<file path="src/rtl/booth_mac_ctrl_pkg.sv">
// Shared types and constant helpers for the Booth MAC controller.
package booth_mac_ctrl_pkg;

    // Controller sequencing: arbitrate, clear core, iterate, write back.
    typedef enum logic [1:0] {
        ST_IDLE    = 2'd0,
        ST_LOAD    = 2'd1,
        ST_RUN     = 2'd2,
        ST_CAPTURE = 2'd3
    } state_e;

    // Width needed to index n items; never less than one bit.
    function automatic int unsigned idx_width(input int unsigned n);
        return (n > 1) ? $clog2(n) : 1;
    endfunction

    // Radix-4 Booth retires two multiplier bits per iteration.
    function automatic int unsigned booth_count(input int unsigned data_width);
        return data_width / 2;
    endfunction

endpackage

</file>
<file path="src/rtl/booth_mac_ctrl_if.sv">
// Requester-side bus: per-lane operation requests and accumulator results.
interface booth_mac_ctrl_if #(
    parameter int unsigned NUM_REQ    = 4,
    parameter int unsigned DATA_WIDTH = 16,
    parameter int unsigned ACC_WIDTH  = 40
);
    logic [NUM_REQ-1:0]            req_valid;
    logic [NUM_REQ-1:0]            req_ready;
    logic [NUM_REQ*DATA_WIDTH-1:0] req_a;
    logic [NUM_REQ*DATA_WIDTH-1:0] req_b;
    logic [NUM_REQ-1:0]            req_clr;
    logic [NUM_REQ*ACC_WIDTH-1:0]  acc_out;
    logic [NUM_REQ-1:0]            acc_valid;
    logic [NUM_REQ-1:0]            acc_ovf;

    // MAC lanes side.
    modport master (
        output req_valid, req_a, req_b, req_clr,
        input  req_ready, acc_out, acc_valid, acc_ovf
    );

    // Controller side.
    modport slave (
        input  req_valid, req_a, req_b, req_clr,
        output req_ready, acc_out, acc_valid, acc_ovf
    );
endinterface

</file>
<file path="src/rtl/booth_mac_ctrl_rr_arbiter.sv">
// Combinational round-robin arbiter: first request at or after ptr wins.
module rr_arbiter
    import booth_mac_ctrl_pkg::*;
#(
    parameter int unsigned NUM_REQ = 4,
    parameter int unsigned IDX_W   = idx_width(NUM_REQ)
) (
    input  logic [NUM_REQ-1:0] req,
    input  logic [IDX_W-1:0]   ptr,
    output logic [NUM_REQ-1:0] gnt,
    output logic [IDX_W-1:0]   gnt_idx,
    output logic               gnt_any
);

    // Scan lanes cyclically starting at ptr; the first hit is granted.
    always_comb begin : scan
        int unsigned idx;
        gnt     = '0;
        gnt_idx = '0;
        gnt_any = 1'b0;
        idx     = 0;
        for (int unsigned k = 0; k < NUM_REQ; k++) begin
            idx = (int'(ptr) + k) % NUM_REQ;
            if (!gnt_any && req[IDX_W'(idx)]) begin
                gnt_any              = 1'b1;
                gnt_idx              = IDX_W'(idx);
                gnt[IDX_W'(idx)]     = 1'b1;
            end
        end
    end

endmodule

</file>
<file path="src/rtl/booth_mac_ctrl.sv">
// Time-shares one sequential radix-4 Booth core among NUM_REQ MAC lanes,
// each with its own signed accumulator and sticky overflow flag.
module booth_mac_ctrl
    import booth_mac_ctrl_pkg::*;
#(
    parameter int unsigned DATA_WIDTH = 16,
    parameter int unsigned OUT_WIDTH  = 32,
    parameter int unsigned ACC_WIDTH  = 40,
    parameter int unsigned NUM_REQ    = 4
) (
    input  logic                  clk,
    input  logic                  rst,
    booth_mac_ctrl_if.slave       bus,
    output logic [DATA_WIDTH-1:0] mul_a,
    output logic [DATA_WIDTH-1:0] mul_b,
    output logic                  mul_rst,
    input  logic [OUT_WIDTH-1:0]  mul_c,
    output logic                  busy
);

    localparam int unsigned COUNT  = booth_count(DATA_WIDTH);
    localparam int unsigned ITER_W = idx_width(COUNT);
    localparam int unsigned IDX_W  = idx_width(NUM_REQ);

    state_e                 state_q, state_d;
    logic [IDX_W-1:0]       rr_ptr_q, rr_ptr_d;
    logic [IDX_W-1:0]       gnt_q, gnt_d;
    logic                   clr_q, clr_d;
    logic [ITER_W-1:0]      iter_cnt_q, iter_cnt_d;
    logic [DATA_WIDTH-1:0]  mul_a_q, mul_a_d;
    logic [DATA_WIDTH-1:0]  mul_b_q, mul_b_d;
    logic [ACC_WIDTH-1:0]   acc_q [NUM_REQ];
    logic [ACC_WIDTH-1:0]   acc_d [NUM_REQ];
    logic [NUM_REQ-1:0]     acc_ovf_q, acc_ovf_d;
    logic [NUM_REQ-1:0]     acc_valid_q, acc_valid_d;

    logic [DATA_WIDTH-1:0]  a_lane [NUM_REQ];
    logic [DATA_WIDTH-1:0]  b_lane [NUM_REQ];

    logic [NUM_REQ-1:0]     arb_gnt;
    logic [IDX_W-1:0]       arb_idx;
    logic                   arb_any;

    logic [ACC_WIDTH-1:0]   acc_base;
    logic                   ovf_base;
    logic [ACC_WIDTH-1:0]   prod_ext;
    logic [ACC_WIDTH-1:0]   acc_sum;
    logic                   add_ovf;

    // Unpack lane operands and pack accumulator results.
    for (genvar g = 0; g < NUM_REQ; g++) begin : g_lane
        assign a_lane[g] = bus.req_a[g*DATA_WIDTH +: DATA_WIDTH];
        assign b_lane[g] = bus.req_b[g*DATA_WIDTH +: DATA_WIDTH];
        assign bus.acc_out[g*ACC_WIDTH +: ACC_WIDTH] = acc_q[g];
    end

    rr_arbiter #(
        .NUM_REQ (NUM_REQ),
        .IDX_W   (IDX_W)
    ) u_arb (
        .req     (bus.req_valid),
        .ptr     (rr_ptr_q),
        .gnt     (arb_gnt),
        .gnt_idx (arb_idx),
        .gnt_any (arb_any)
    );

    // Grants are offered only while idle; core is held in reset until RUN.
    always_comb begin
        bus.req_ready = (state_q == ST_IDLE) ? arb_gnt : '0;
        bus.acc_valid = acc_valid_q;
        bus.acc_ovf   = acc_ovf_q;
        mul_a         = mul_a_q;
        mul_b         = mul_b_q;
        mul_rst       = (state_q == ST_IDLE) || (state_q == ST_LOAD);
        busy          = (state_q != ST_IDLE);
    end

    // Signed accumulate of the sign-extended product into the granted lane.
    always_comb begin
        acc_base = clr_q ? '0 : acc_q[gnt_q];
        ovf_base = clr_q ? 1'b0 : acc_ovf_q[gnt_q];
        prod_ext = ACC_WIDTH'($signed(mul_c));
        acc_sum  = acc_base + prod_ext;
        add_ovf  = (acc_base[ACC_WIDTH-1] == prod_ext[ACC_WIDTH-1]) &&
                   (acc_sum[ACC_WIDTH-1] != acc_base[ACC_WIDTH-1]);
    end

    // Next-state and datapath update for the IDLE/LOAD/RUN/CAPTURE sequence.
    always_comb begin
        state_d     = state_q;
        rr_ptr_d    = rr_ptr_q;
        gnt_d       = gnt_q;
        clr_d       = clr_q;
        iter_cnt_d  = iter_cnt_q;
        mul_a_d     = mul_a_q;
        mul_b_d     = mul_b_q;
        acc_d       = acc_q;
        acc_ovf_d   = acc_ovf_q;
        acc_valid_d = '0;
        case (state_q)
            ST_IDLE: begin
                if (arb_any) begin
                    mul_a_d  = a_lane[arb_idx];
                    mul_b_d  = b_lane[arb_idx];
                    clr_d    = bus.req_clr[arb_idx];
                    gnt_d    = arb_idx;
                    rr_ptr_d = (arb_idx == IDX_W'(NUM_REQ - 1)) ? '0 : arb_idx + 1'b1;
                    state_d  = ST_LOAD;
                end
            end
            ST_LOAD: begin
                iter_cnt_d = '0;
                state_d    = ST_RUN;
            end
            ST_RUN: begin
                iter_cnt_d = iter_cnt_q + 1'b1;
                if (iter_cnt_q == ITER_W'(COUNT - 1)) begin
                    state_d = ST_CAPTURE;
                end
            end
            ST_CAPTURE: begin
                acc_d[gnt_q]       = acc_sum;
                acc_ovf_d[gnt_q]   = ovf_base | add_ovf;
                acc_valid_d[gnt_q] = 1'b1;
                state_d            = ST_IDLE;
            end
            default: begin
                state_d = ST_IDLE;
            end
        endcase
    end

    // FSM state register.
    always_ff @(posedge clk or negedge rst) begin
        if (!rst) begin
            state_q <= ST_IDLE;
        end else begin
            state_q <= state_d;
        end
    end

    // Operand, grant and accumulator registers; reset aborts any op in flight.
    always_ff @(posedge clk or negedge rst) begin
        if (!rst) begin
            rr_ptr_q    <= '0;
            gnt_q       <= '0;
            clr_q       <= 1'b0;
            iter_cnt_q  <= '0;
            mul_a_q     <= '0;
            mul_b_q     <= '0;
            acc_ovf_q   <= '0;
            acc_valid_q <= '0;
            for (int unsigned i = 0; i < NUM_REQ; i++) begin
                acc_q[i] <= '0;
            end
        end else begin
            rr_ptr_q    <= rr_ptr_d;
            gnt_q       <= gnt_d;
            clr_q       <= clr_d;
            iter_cnt_q  <= iter_cnt_d;
            mul_a_q     <= mul_a_d;
            mul_b_q     <= mul_b_d;
            acc_ovf_q   <= acc_ovf_d;
            acc_valid_q <= acc_valid_d;
            acc_q       <= acc_d;
        end
    end

endmodule

</file>
<file path="src/flat_wrapper.sv">
// flat-port wrapper written by rule: the top's interface ports become plain ports
module booth_mac_ctrl_flat import booth_mac_ctrl_pkg::*;
#(
    parameter int unsigned DATA_WIDTH = 16,
    parameter int unsigned OUT_WIDTH  = 32,
    parameter int unsigned ACC_WIDTH  = 40,
    parameter int unsigned NUM_REQ    = 4
)
  (clk, rst, mul_a, mul_b, mul_rst, mul_c, busy, bus_req_valid, bus_req_a, bus_req_b, bus_req_clr, bus_req_ready, bus_acc_out, bus_acc_valid, bus_acc_ovf);
  booth_mac_ctrl_if #(.NUM_REQ(NUM_REQ), .DATA_WIDTH(DATA_WIDTH), .ACC_WIDTH(ACC_WIDTH)) bus_i ();
  input  logic clk;
  input  logic rst;
  output logic [DATA_WIDTH-1:0] mul_a;
  output logic [DATA_WIDTH-1:0] mul_b;
  output logic mul_rst;
  input  logic [OUT_WIDTH-1:0] mul_c;
  output logic busy;
  input wire logic [$bits(bus_i.req_valid)-1:0] bus_req_valid;
  input wire logic [$bits(bus_i.req_a)-1:0] bus_req_a;
  input wire logic [$bits(bus_i.req_b)-1:0] bus_req_b;
  input wire logic [$bits(bus_i.req_clr)-1:0] bus_req_clr;
  output wire logic [$bits(bus_i.req_ready)-1:0] bus_req_ready;
  output wire logic [$bits(bus_i.acc_out)-1:0] bus_acc_out;
  output wire logic [$bits(bus_i.acc_valid)-1:0] bus_acc_valid;
  output wire logic [$bits(bus_i.acc_ovf)-1:0] bus_acc_ovf;
  assign bus_i.req_valid = bus_req_valid;
  assign bus_i.req_a = bus_req_a;
  assign bus_i.req_b = bus_req_b;
  assign bus_i.req_clr = bus_req_clr;
  assign bus_req_ready = bus_i.req_ready;
  assign bus_acc_out = bus_i.acc_out;
  assign bus_acc_valid = bus_i.acc_valid;
  assign bus_acc_ovf = bus_i.acc_ovf;
  booth_mac_ctrl #(.DATA_WIDTH(DATA_WIDTH), .OUT_WIDTH(OUT_WIDTH), .ACC_WIDTH(ACC_WIDTH), .NUM_REQ(NUM_REQ)) u_core (.clk(clk), .rst(rst), .bus(bus_i), .mul_a(mul_a), .mul_b(mul_b), .mul_rst(mul_rst), .mul_c(mul_c), .busy(busy));
endmodule
</file>
<file path="config.mk">
export PLATFORM = sky130hd
export DESIGN_NAME = booth_mac_ctrl_flat
export DESIGN_NICKNAME = d
export VERILOG_FILES = /design/src/rtl/booth_mac_ctrl_pkg.sv /design/src/rtl/booth_mac_ctrl_if.sv /design/src/rtl/booth_mac_ctrl_rr_arbiter.sv /design/src/rtl/booth_mac_ctrl.sv /design/src/flat_wrapper.sv
export SDC_FILE = /design/constraint.sdc
export NUM_CORES = 1
export LEC_CHECK = 0
export ABC_AREA = 1
export CAP_MARGIN = 20
export CORE_ASPECT_RATIO = 0.5
export CORE_MARGIN = 8
export CORE_UTILIZATION = 49
export DETAILED_ROUTE_END_ITERATION = 7
export HOLD_SLACK_MARGIN = 0.05
export PLACE_DENSITY = 0.82
export REMOVE_ABC_BUFFERS = 1
export SLEW_MARGIN = 25
export SYNTH_ARGS = -nofsm -noshare
export SYNTH_HDL_FRONTEND = slang
export SYNTH_SLANG_ARGS = --single-unit
</file>
<file path="constraint.sdc">
create_clock -name clk -period 3.63 [get_ports clk]
set_clock_uncertainty 0.1 [all_clocks]
set_input_delay 0.726 -clock clk [delete_from_list [all_inputs] [get_ports clk]]
set_output_delay 0.726 -clock clk [all_outputs]
set_load 0.02 [all_outputs]
</file>
---- Yosys cells after proc, flatten, opt, wreduce, memory -nomap -nowiden ----
Index checks and enable logic that the tools add are counted.
storage, ports and cells
  register bits ........................... 210
  input port bits ......................... 170
  logic and storage cells ................. 123
cells by class
  add/subtract/negate cells ............... 6
  $lt $le $gt $ge ......................... 14
  equal/unequal tests ..................... 9
  mux-type cells .......................... 56
  bitwise gates (word level) .............. 6
  reduce and logical (&&, ||, !) cells .... 19
operator list
  operator                                                                      number
  160-bit bitwise mux                                                           1
  40-bit two-way mux                                                            4
  40-bit binary-select mux with 2-bit select                                    1
  40-bit demux with 2-bit select                                                1
  16-bit binary-select mux with 2-bit select                                    2
  16-bit two-way mux                                                            4
  40-bit adder                                                                  1
  4-bit two-way mux                                                             6
  2-bit by 3-bit less-than comparator with 1-bit output, second input constant  6
  1-bit two-way mux                                                             16
  2-bit two-way mux                                                             7
  1-bit binary-select mux with 2-bit select                                     6
  4-bit bitwise OR                                                              3
  1-bit demux with 2-bit select                                                 5
  2-bit by 1-bit >= comparator with 1-bit output, second input constant         5
  1-bit logical AND                                                             10
  2-bit case mux with 4 select lines                                            1
  2-bit == test, second input constant                                          3
  3-bit >= comparator, second input constant                                    2
  2-bit inverter with 3-bit output                                              2
  3-bit case mux with 2 select lines                                            1
  2-bit by 1-bit adder with 2-bit output, second input constant                 2
  2-bit adder, second input constant                                            2
  4-bit bitwise mux                                                             1
  13 further kinds                                                              18

---- Longest topological paths before layout ----
  word-level depth ........................ 16
  mapped depth ............................ 22

---- Hierarchy ----
Synthesis repeated with hierarchy kept, for this count alone.
second synthesis, totals
  cell total of the unflattened synthesis .. 1776
  area total of the unflattened synthesis .. 12888.6 um^2
by module, submodules not included
  module          times used  cells each  area an instance (um^2)  sequential area each (um^2)
  booth_mac_ctrl  1           1702        12448.2                  5255.0
  rr_arbiter      1           74          440.4                    0.0

---- Worst setup path after synthesis ----
OpenSTA, ideal clock, no wires.
  path kind ............................... reg-to-reg
  start ................................... register u_core.gnt_q[1]
  end ..................................... register u_core.acc_q, in the netlist u_core.bus.acc_out[96]
  library setup time ...................... 0.130 ns
  data arrival time ....................... 2.862 ns
  data required time ...................... 3.400 ns
  setup slack ............................. 0.538 ns
  cell stages (with the launch flop) ...... 21
  cells stage by stage .................... dfrtp_1 inv_1 nor2_1 inv_1 clkbuf_1 o22ai_1 a221oi_1 nor2_1 ha_1 fa_1 nand2_1 nand2_1 nand3_1 nand2_1 nand2_1 nand2_1 nand2_1 nand2_1 or2_2 nand3_1 o21ai_0
between the ends
  longest elaborated chain between the ends .. 7
  elaborated cells between the ends (all ways) .. 12
  those cells by class .................... add/sub (1); order compare (2); mux (7); bitwise (1); reduce/logical (1)
ends and longest elaborated chain
  item                                                      RTL line                                     RTL
  from (decl)                                               booth_mac_ctrl.sv:27                         logic [IDX_W-1:0] gnt_q, gnt_d;
  from (signal assigned)                                    booth_mac_ctrl.sv:159                        gnt_q <= gnt_d;
  2-bit inverter with 3-bit output (implied by the code) *  booth_mac_ctrl.sv:81, booth_mac_ctrl.sv:123
  40-bit binary-select mux with 2-bit select                booth_mac_ctrl.sv:81                         acc_base = clr_q ? '0 : acc_q[gnt_q];
  40-bit two-way mux (implied by the code) (2 in series)    booth_mac_ctrl.sv:81
  40-bit two-way mux                                        booth_mac_ctrl.sv:81
  40-bit adder                                              booth_mac_ctrl.sv:84                         acc_sum = acc_base + prod_ext;
  160-bit bitwise mux *                                     booth_mac_ctrl.sv:123                        acc_d[gnt_q] = acc_sum;
  to (signal, indexed assignment)                           booth_mac_ctrl.sv:155                        acc_q[i] <= '0;
  to (signal assigned)                                      booth_mac_ctrl.sv:166                        acc_q <= acc_d;
  to (decl)                                                 booth_mac_ctrl.sv:32                         logic [ACC_WIDTH-1:0] acc_q [NUM_REQ];
Every way passes the cells marked *; elsewhere a longest branch is shown, timed or not. The select of a mux whose other input is x is not followed.
A chain may end at the register's enable or synchronous reset.

---- Worst setup path in the final report ----
  start ................................... register u_core.gnt_q[1]
  end ..................................... register u_core.acc_q, in the netlist u_core.bus.acc_out[158]
The elaborated chain is that of the path after synthesis.

==> flow_metrics.tcl <==
set metrics [dict create \
    global_route.overflow_total 0 \
    synthesized_instance_count 1874 \
    cts_root_buffer "clkbuf_16" \
    grt_start_max_net_pins 94 \
    drt_first_iter_violations 1610 \
    area_delta_synth_final_pct 38.1 \
    synthesis.area_um2 13300 \
    max_freq_mhz 292 \
    synth_top_cell_area_share 0.394 \
    cp_cell_sequence "nand2_1 > inv_1 > buf_12 > a22oi_1 > a21oi_1 > ha_1 > nand2_1 > o21ai_0 > inv_1 > nand2_1 > nand2_1 > nand3_1 > nand2_1 > nand2_1 > nand2_1 > nand3_1 > nand2_1" \
    max-vdd-ir-drop_mv 0.691 \
    finish.net_count 2454 \
    critical_path.max_fanout 21 \
    combinational_family_with_the_most_area_after_synthesis "simple AND/OR/NAND/NOR gates" \
    yosys.area.top_type "dfrtp_1" \
    drive_above_1_share 0.0561 \
    final.setup.tns_ps 0 \
    cp-start-kind "flop" \
    post-dp-hpwl_mm 37.8 \
    grt_use_total 0.293 \
    io_pins 376 \
    max-cap-violations 0 \
    cts_inserted_buffers 21 \
    cpMostUsedCell "nand2_1" \
    syn_area_per_cell_um2 7.12 \
    numClockSinks 210 \
    timing.final.crit_period_ps 3420 \
    timing.final.max_slew_violations 0 \
    rsz0062_at_grt "no" \
    floorplan.initialDensity 0.501 \
    drtPass1Iterations 6 \
    clkTransAtPathRegs_ps 70 \
    run_status "completed" \
    timing.max_slew.rel_slack 0.451 \
    placedCellCount 2559 \
    placed_cell_area_um2 17700 \
    final_cells 2597 \
    synth.area.top_cells "dfrtp_1, nand2_1, nand3_1, ha_1, inv_1" \
    drc 0 \
    wl_per_cell_um 19.5 \
    finalWeightedCongestion 1.01 \
    worst_skew_pair.late_latency_ps 520 \
    worst_pin_slew_ps 824 \
    most-common-layout-cells "nand2_1, clkdlybuf4s50_1, nand3_1" \
    postRouteAntennaNets 0 \
    hp-class "input port to asynchronous set/reset pin" \
    ys_seq_area_frac 0.394 \
    horizontal_die_dimension_um 249 \
    required_ps 3920 \
    tritoncts "done" \
    ys_types 43 \
    final.fill_count 2277 \
    postLayoutCellArea_um2 18400 \
    timing.critical_path.to_type "flop" \
    cpPeakStageDelay_ps 450 \
    clk_path_buf_depth 3 \
    final-seq-area_um2 5260 \
    total_power_uw 22600 \
    layout_worst_path_cycle_share 0.943 \
    dr_total_vias 14700 \
    finalSetupViolCount 0 \
    global_route_wire_length_before_repair_mm 79.7 \
    synth_area_in_compound_gates 0.131 \
    synthMuxAreaShare 0 \
    core_um2 26600 \
    via_count_of_the_first_global_routing_pass 14400 \
    cts.htree.levels 1 \
    power.leakage_uw 0.00895 \
    postCtsHoldBufs 0 \
    routed_via_density 5.64 \
    cellPowerDensity_nw_per_um2 1230 \
    postCtsSetupRepairBufs 0 \
    io_buffer_count 375 \
    timing.critical_path.slowest_stage_cell "dfrtp_1" \
    worstPathArrival_ps 3710 \
    synth_warnings 0 \
    core.rowCount 42 \
    drt-total-wl_mm 50.6 \
    yosys.area_share.adder 0.0512 \
    hold_violations 0 \
    postSynthRegisterBits 210 \
    postSynth.asyncResetShare 1.00 \
    antenna_found_initial 1 \
    die_y_um 133 \
    yosys.area_share.xor_xnor 0.00854 \
    ys.flop_type "dfrtp_1" \
    multi_input_comb_area_um2 7080 \
    layout_commonest_cell "nand2_1" \
    post_synth_edffs 0 \
    worst-setup-path-type "flop to flop" \
    yosys.area_share.simple 0.337 \
    design.die.area_um2 33100 \
]
==> registers in the layout, summed over array words and instances (netlist names), named ones only <==
register	flops
u_core.clr_q	1
u_core.bus.acc_out	160
u_core.bus.acc_ovf	4
u_core.mul_a	16
u_core.gnt_q	2
u_core.mul_b	16
u_core.iter_cnt_q	3
u_core.rr_ptr_q	1
u_core.bus.acc_valid	4
u_core.state_q	2
==> critical path: cells and delay by family (launching register included) <==
family	cells	cell delay (ps)
buf+inv	3	430
flops	1	450
simple gates	10	1230
fa+ha+maj	1	370
compound gates	3	710
==> cell usage after synthesis, types with 2 or more instances <==
library cell and instances:
nand2_1 634, xor2_1 5, clkbuf_1 58, nand4_1 29, ha_1 53, a21boi_0 2
or2_0 6, buf_1 4, o21ai_0 104, a221oi_1 11, nand3b_1 29, inv_1 172
nor2_4 2, xnor2_1 8, nand3_2 2, o21bai_1 6, or2_1 12, nand3_1 219
buf_4 3, a31oi_1 3, buf_2 17, o21a_1 4, a21o_1 2, nor2_1 78
dfrtp_1 210, nor3_1 7, o22ai_1 13, a21oi_1 85, buf_6 2, inv_2 8
or2_2 11, nand2_2 6, a22oi_1 59
==> timing repair <==
item / CTS / global route
endpoints found under the setup margin: 4 / 47
gates resized for setup: 5 / 7
pin swaps: 0 / 2
endpoints found under the hold margin: 0 / 0
==> cell families after synthesis <==
| kind of cell | Yosys count |
|---|---|
| AO/OA/AOI/OAI | 295 |
| flip-flops | 210 |
| XOR/XNOR | 13 |
| adder cells (fa/ha/maj) | 54 |
| buffers and inverters | 264 |
| AND/OR/NAND/NOR | 1038 |
==> path summary, 6_finish.rpt <==
path | startpoint | end | slack [ps] | cells after the start
min | rst | u_core.bus.acc_valid[2] | 160 | 1
min reg2reg | u_core.iter_cnt_q[0] | u_core.iter_cnt_q[0] | 380 | 1
max reg2reg | u_core.gnt_q[1] | u_core.bus.acc_out[158] | 210 | 17
min in group clk | u_core.iter_cnt_q[0] | u_core.iter_cnt_q[0] | 380 | 1
max | u_core.gnt_q[1] | u_core.bus.acc_out[158] | 210 | 17
max in group asynchronous | rst | u_core.bus.acc_out[116] | 2450 | 2
==> final cells by class <==
type / count / area share
clock buffer: 27 / 0.0319
multi-input combinational: 1400 / 0.385
inverter: 180 / 0.0367
antenna: 1 / 0.000136
clock inverter: 10 / 0.00734
tap: 352 / 0.0239
sequential: 210 / 0.286
timing repair buffer: 417 / 0.230
==> metal layers <==
metal  global-route usage  up-vias  part of all wire
met1                0.374     6912              0.41
met3               0.0610      114             0.088
met4                0.103        0             0.035
li1                     -     6909                 -
met5                    0        -                 0
met2                0.490      722              0.47
==> stage by stage <==
stage                     utilization  hold slack (ps)  worst slack [ps]
after global placement          0.665              362              88.1
after detailed placement        0.665              369              51.6
after floorplan                     -              330              -855
after CTS                       0.692              205               190
final                           0.692              158               206
after global routing            0.692              222              6.26
==> power by group <==
group          leakage [µW]  switching [µW]  internal, µW
Combinational       0.00607            9860          5770
Sequential          0.00253            1040          3570
Clock              0.000345             998          1360
Total               0.00895           11900         10700
Note: power is estimated with default switching activity, not from simulation.
